$ cat src/rtl/riscv_state_dump.sv
// riscv_state_dump: streams the register file (x0..x(NREG-1)) and then the
// data memory words out over a valid/ready beat interface on a start pulse.
// Optional feature macro: DUMP_MEM_EN. When defined, the memory walk
// (MEM_REQ/MEM_CAP) is built. When undefined, the last register beat
// carries dout_last and dm_re/dm_raddr are tied to 0.
module riscv_state_dump #(
  parameter int XLEN       = 32,
  parameter int NREG       = 32,
  parameter int DMEM_WORDS = 1024,
  parameter int DM_AW      = 10
) (
  input  logic             clk1,
  input  logic             rst,
  input  logic             start,
  output logic [4:0]       rf_raddr,
  input  logic [XLEN-1:0]  rf_rdata,
  output logic             dm_re,
  output logic [DM_AW-1:0] dm_raddr,
  input  logic [XLEN-1:0]  dm_rdata,
  output logic             dout_valid,
  input  logic             dout_ready,
  output logic [XLEN-1:0]  dout_data,
  output logic             dout_tag,
  output logic             dout_last,
  output logic             busy,
  output logic             done
);

  // idx walks both register indices (5 bits) and memory word addresses
  localparam int IW = (DM_AW > 5) ? DM_AW : 5;

  typedef enum logic [2:0] {
    S_IDLE,
    S_REG,
    S_MEM_REQ,
    S_MEM_CAP,
    S_DRAIN,
    S_DONE
  } state_t;

  state_t        state;
  logic [IW-1:0] idx;
  logic          load_ok;
  logic          accept;

  assign load_ok = !dout_valid || dout_ready;
  assign accept  = dout_valid && dout_ready;

  // Read-address decode: register address only while walking the register file
  always_comb begin
    rf_raddr = '0;
    if (state == S_REG) rf_raddr = idx[4:0];
  end

`ifdef DUMP_MEM_EN
  // Memory read strobe is a pure state decode, so it lasts exactly one cycle
  always_comb begin
    dm_re    = (state == S_MEM_REQ);
    dm_raddr = idx[DM_AW-1:0];
  end
`else
  logic unused_mem;
  assign unused_mem = ^{dm_rdata, 32'(DMEM_WORDS)};

  // Memory walk not built: read port held inactive
  always_comb begin
    dm_re    = 1'b0;
    dm_raddr = '0;
  end
`endif

  // Dump sequencer with registered beat, busy and done outputs
  always_ff @(posedge clk1) begin
    if (rst) begin
      state      <= S_IDLE;
      idx        <= '0;
      dout_valid <= 1'b0;
      dout_data  <= '0;
      dout_tag   <= 1'b0;
      dout_last  <= 1'b0;
      busy       <= 1'b0;
      done       <= 1'b0;
    end else begin
      done <= 1'b0;
      // A handshake retires the beat; a same-cycle load below overrides this
      if (accept) dout_valid <= 1'b0;

      case (state)
        S_IDLE: begin
          if (start) begin
            state <= S_REG;
            idx   <= '0;
            busy  <= 1'b1;
          end
        end

        S_REG: begin
          if (load_ok) begin
            dout_valid <= 1'b1;
            dout_data  <= rf_rdata;
            dout_tag   <= 1'b0;
            dout_last  <= 1'b0;
            if (idx == IW'(NREG - 1)) begin
`ifdef DUMP_MEM_EN
              state <= S_MEM_REQ;
              idx   <= '0;
`else
              dout_last <= 1'b1;
              state     <= S_DRAIN;
`endif
            end else begin
              idx <= idx + IW'(1);
            end
          end
        end

`ifdef DUMP_MEM_EN
        S_MEM_REQ: begin
          state <= S_MEM_CAP;
        end

        S_MEM_CAP: begin
          if (load_ok) begin
            dout_valid <= 1'b1;
            dout_data  <= dm_rdata;
            dout_tag   <= 1'b1;
            if (idx == IW'(DMEM_WORDS - 1)) begin
              dout_last <= 1'b1;
              state     <= S_DRAIN;
            end else begin
              dout_last <= 1'b0;
              idx       <= idx + IW'(1);
              state     <= S_MEM_REQ;
            end
          end
        end
`endif

        S_DRAIN: begin
          if (accept) begin
            state <= S_DONE;
            done  <= 1'b1;
            busy  <= 1'b0;
          end
        end

        S_DONE: begin
          state <= S_IDLE;
        end

        default: begin
          state <= S_IDLE;
        end
      endcase
    end
  end

endmodule

$ cat config.mk
export PLATFORM = sky130hd
export DESIGN_NAME = riscv_state_dump
export DESIGN_NICKNAME = d
export VERILOG_FILES = /design/src/rtl/riscv_state_dump.sv
export SDC_FILE = /design/constraint.sdc
export NUM_CORES = 1
export LEC_CHECK = 0
export CORE_AREA = 2 2 82 84
export CTS_BUF_LIST = sky130_fd_sc_hd__clkbuf_8 sky130_fd_sc_hd__clkbuf_16
export CTS_CLUSTER_SIZE = 30
export DETAILED_ROUTE_END_ITERATION = 8
export DIE_AREA = 0 0 84 86
export HOLD_SLACK_MARGIN = 0.08
export PLACE_DENSITY = 0.74
export SKIP_CTS_REPAIR_TIMING = 1
export SLEW_MARGIN = 20
export SYNTH_ARGS = -nofsm -noshare
export SYNTH_HDL_FRONTEND = slang
export SYNTH_SLANG_ARGS = --single-unit
$ cat constraint.sdc
create_clock -name clk1 -period 1.8 [get_ports clk1]
set_input_delay 0.45 -clock clk1 [delete_from_list [all_inputs] [get_ports clk1]]
set_output_delay 0.45 -clock clk1 [all_outputs]
set_load 0.01 [all_outputs]
Word-level counts from Yosys, hierarchy flattened --
Cells that the tools add are included.
Word-level totals: register bits after elaboration 49, bits of input ports 68, output and inout bits 53, word-level logic and storage cells 46
Operators by class: $add $sub $neg 1, equality and inequality tests 8, mux-type cells 18, bitwise gates (word level) 1, reduce and logical (&&, ||, !) cells 11
Operators by type and width (number):
- $mux W10 | 3
- $pmux W10 S2 | 1
- $mux W3 | 4
- $add A10 B1 Y10 const B | 1
- $eq A10 B5 Y1 const B | 1
- $pmux W3 S3 | 1
- $ne A2 B2 Y1 const B | 4
- $reduce_and A4 Y1 | 2
- $mux W1 | 7
- $mux W5 | 1
- $reduce_bool A2 Y1 | 2
- $eq A3 B1 Y1 const B | 1
- $eq A3 B3 Y1 const B | 1
- $logic_not A3 Y1 | 1
- $reduce_and A3 Y1 | 1
- $ne A2 B1 Y1 const B | 1
- $pmux W1 S2 | 1
- $reduce_and A2 Y1 | 1
- $reduce_or A2 Y1 | 1
- $logic_and A1 B1 Y1 | 1
- $logic_not A1 Y1 | 1
- $logic_or A1 B1 Y1 | 1
- $not A1 Y1 | 1

Logic depth before layout (Yosys ltp) --
word-level depth 4, depth in mapped cells 8, depth with buffers taken out 6

Least setup slack after synthesis --
No wires, ideal clock.
path kind register to register, start reg idx[0], end reg idx[3], setup time 0.092 ns, data arrival time 1.689 ns, required time 1.708 ns, path slack 0.018 ns, stages on the path, launching flop included 7, buffers on the path 1, clock period less this slack 1.782 ns, cell sequence dfxtp_1 -> ha_1 -> nand4_1 -> nor3_1 -> or4_1 -> clkbuf_1 -> o32ai_1
Between the ends: longest elaborated chain between the ends 4, elaborated cells between the ends (all ways) 7, classes of those cells add/sub (1); eq/ne (2); mux (3); reduce/logical (1)
RTL lines:
- start, declared | line 42 | logic [IW-1:0] idx;
- start signal, assigned | line 112 | idx <= idx + IW'(1);
- $add A10 B1 Y10 | line 112
- $mux W10 | line 103 | if (idx == IW'(NREG - 1)) begin
- $mux W10 | line 98 | if (load_ok) begin
- $pmux W10 S2 | line 88 | case (state)
Several ways; a longest one is shown, not always the timed one. The select of a mux whose other input is x is not followed. A chain may end at the register's enable or synchronous reset.

Worst setup path after layout --
start reg idx[6], end reg state[2]
Between the ends: longest elaborated chain between the ends 3
RTL lines:
- $eq A10 B5 Y1 | line 103
- $ne A2 B1 Y1 (no line)
- $reduce_and A4 Y1 (no line)
- end signal, assigned | line 91 | state <= S_REG;
- end signal, assigned | line 109 | state <= S_DRAIN;
- end signal, assigned | line 141 | state <= S_DONE;
- end, declared | line 41 | state_t state;
Every way passes these cells.

==> flow_summary.json <==
{
  "min_period_over_period_pct": 98.3,
  "drtPass1Iterations": 4,
  "fp-row-count": 29,
  "cts_buffer_depth": 2,
  "antenna_found_initial": 0,
  "max_stage_delay_ps": 550,
  "cp-start-kind": "flip-flop",
  "via_per_inst": 4.77,
  "drt_wl_total_um": 5470,
  "fp.dieH_um": 86,
  "yosysSeqAreaShare_pct": 45.7,
  "ys_types": 41,
  "end_kind": "flip-flop",
  "design.core.area_um2": 6280,
  "syn_to_final_growth_pct": 57.0,
  "rsz0062_at_grt": "true",
  "synth_area_leaders": "dfxtp_1 (46%), nand2_1 (13%), a21oi_1 (9.3%), buf_4 (4.3%), ha_1 (3.0%)",
  "syn-instance-count": 264,
  "path_class": "reg -> reg",
  "fill_cells": 592,
  "drc": 0,
  "ys.flop_type": "dfxtp_1",
  "die_w_um": 84,
  "power.share.sequential_pct": 35.6,
  "clk-insertion-delay-late_ps": 290,
  "port_buffers": 76,
  "finalHoldViolations": 0,
  "drt_iter0_drc": 108,
  "hpwl_um": 3730,
  "antenna_cells": 0,
  "combPwrFrac_pct": 44.7,
  "p_leak_nw": 1.24,
  "cp_max_fo": 4,
  "outcome": "finished clean",
  "critPathArrivalTime_ps": 1990,
  "wl_per_cell_um": 12.6,
  "clock-sinks": 48,
  "swShare_pct": 33.1,
  "final_nets": 432,
  "antenna_left": 0,
  "final_layout_size_suffix_gt1_share_pct": 19.6,
  "die-area_um2": 7220,
  "final_area_um2": 3300,
  "fmax_mhz": 565,
  "cts.reportedPaths.clkPinSlew_ps": 80,
  "io_pins": 121,
  "cp_slowest_cell": "or4_4",
  "grt_pass1_vias": 1982,
  "yosysTopAreaCell": "dfxtp_1",
  "fin_util_pct": 52.6,
  "htree_levels": 2,
  "gp_congestion": 0.850,
  "crit_required_ps": 2020,
  "p_int_w": 0.00251,
  "ctsRootBufferMaster": "clkbuf_8",
  "finalSetupViolations": 0,
  "multi_input_area_um2": 1100,
  "synthesis.area_um2": 2100,
  "setup_ws_ps": 30.0,
  "power_w": 0.00375,
  "drv_cap": 0,
  "path_cells": "or4_4 -> o31a_1 -> or3b_1 -> a21oi_1",
  "synth_area_per_cell_um2": 7.96,
  "power_frac_clock_pct": 19.7,
  "track_usage_pct": 14.7,
  "via_count": 2075,
  "ys_seq_elements": 48,
  "switching_power_w": 0.00124,
  "initial_core_util_pct": 33.5,
  "skew_ps": 3.25,
  "synth_top_area_share_pct": 45.7,
  "synth_edf_count": 0,
  "grt_first_pass_wirelength_um": 8740,
  "pre_cts_ws_ps": -409,
  "slew_violations": 0,
  "p_per_area_nw_per_um2": 1140,
  "min_period_ps": 1770,
  "place_area_um2": 3100,
  "cts_tree": "yes",
  "grt_max_degree": 42,
  "ys_async_sr_fraction_pct": 0,
  "cts_buffers": 5,
  "hold_class": "reg -> reg",
  "grt.overflow.total": 0,
  "yosysWarnings": 0,
  "ir_drop_v": 0.000477,
  "seqCellArea_um2": 970
}
flip-flops by register name, indices dropped and copies added (netlist names):
register / flops
busy: 1
idx: 10
dout_valid: 1
state: 2
dout_last: 1
dout_data: 32
done: 1
synthesized netlist by cell type, drive strengths merged, types with 2 or more instances:
| library cell | count |
|---|---|
| o211ai | 3 |
| or4 | 4 |
| o21ai | 8 |
| a211oi | 3 |
| nor2 | 5 |
| ha | 5 |
| or3 | 2 |
| o32ai | 3 |
| o21a | 2 |
| nor2b | 2 |
| clkbuf | 16 |
| and2 | 5 |
| a21o | 2 |
| dfxtp | 48 |
| nand2 | 74 |
| a21oi | 39 |
| inv | 5 |
| buf | 13 |
| o31a | 2 |
| nand3 | 4 |
layout make-up:
cell class | count | share of cell area (%)
multi-input cells | 192 | 33.3
repair buffers | 106 | 30.6
flip-flops and latches | 48 | 29.4
well taps | 77 | 2.92
clock buffers | 5 | 2.09
clock inverters | 1 | 0.910
inverters | 6 | 0.796
metrics by stage:
step                TNS (ps)  std cells  hold WS [ps]
CTS                    -2280        435           458
finish                     0        435           456
detailed placement     -9220        429           445
global placement       -8100        429           441
floorplan                  0        275           441
global route           -27.2        435           474
cell usage in the layout (no fill, tap or decap), types with 4 or more instances in the layout:
cell type and count:
nor2_1 4, a21oi_1 38, clkbuf_2 4, and2_1 5, buf_4 24, nand3_1 4, clkdlybuf4s50_1 70, o21ai_0 6
conb_1 12, buf_6 4, nand2_1 74, dfxtp_1 43, dfxtp_2 4, clkbuf_8 5
cells by family (layout without fill, tap and decap cells):
kind of cell / Yosys count / in the layout / share of synthesized area [%]
simple gates: 106 / 106 / 23.1
fa+ha+maj: 5 / 5 / 2.98
compound gates: 68 / 68 / 19.1
buf+inv: 35 / 118 / 8.45
mux: 1 / 1 / 0.476
other cells: 1 / 12 / 0.178
flops: 48 / 48 / 45.7
power by group through the flow:
stage	logic [W]	registers, W	clock network [W]
final	0.00168	0.00134	0.000740
after global routing	0.00185	0.00136	0.000811
after CTS	0.00158	0.00132	0.000777
after detailed placement	0.00156	0.00135	0
after global placement	0.00154	0.00134	0
after floorplan	0.000706	0.00143	0
final timing paths:
path | startpoint | endpoint | slack, ps | cells after the start
worst max-delay path | idx[6] | state[2] | 30 | 4
worst min-delay path | dout_data[2] | dout_data[2] | 460 | 2
worst max register to register | idx[6] | state[2] | 30 | 4
worst min register to register | dout_data[2] | dout_data[2] | 460 | 2
worst max-delay path: cells and delay by family (launching register included):
kind	cells	cell delay, ps
AOI/OAI and AO/OA	2	430
DFF	1	330
and+or+nand+nor	2	940
routing by layer:
| metal | GRT usage, % | share of wire [%] | up-vias |
|---|---|---|---|
| li1 | - | - | 1055 |
| met1 | 16.6 | 43 | 962 |
| met2 | 26.6 | 52 | 56 |
| met3 | 4.72 | 5.3 | 2 |
| met4 | 4.55 | 0.42 | 0 |
| met5 | 0 | 0 | - |
No activity file was read; power rests on OpenSTA's default activity.
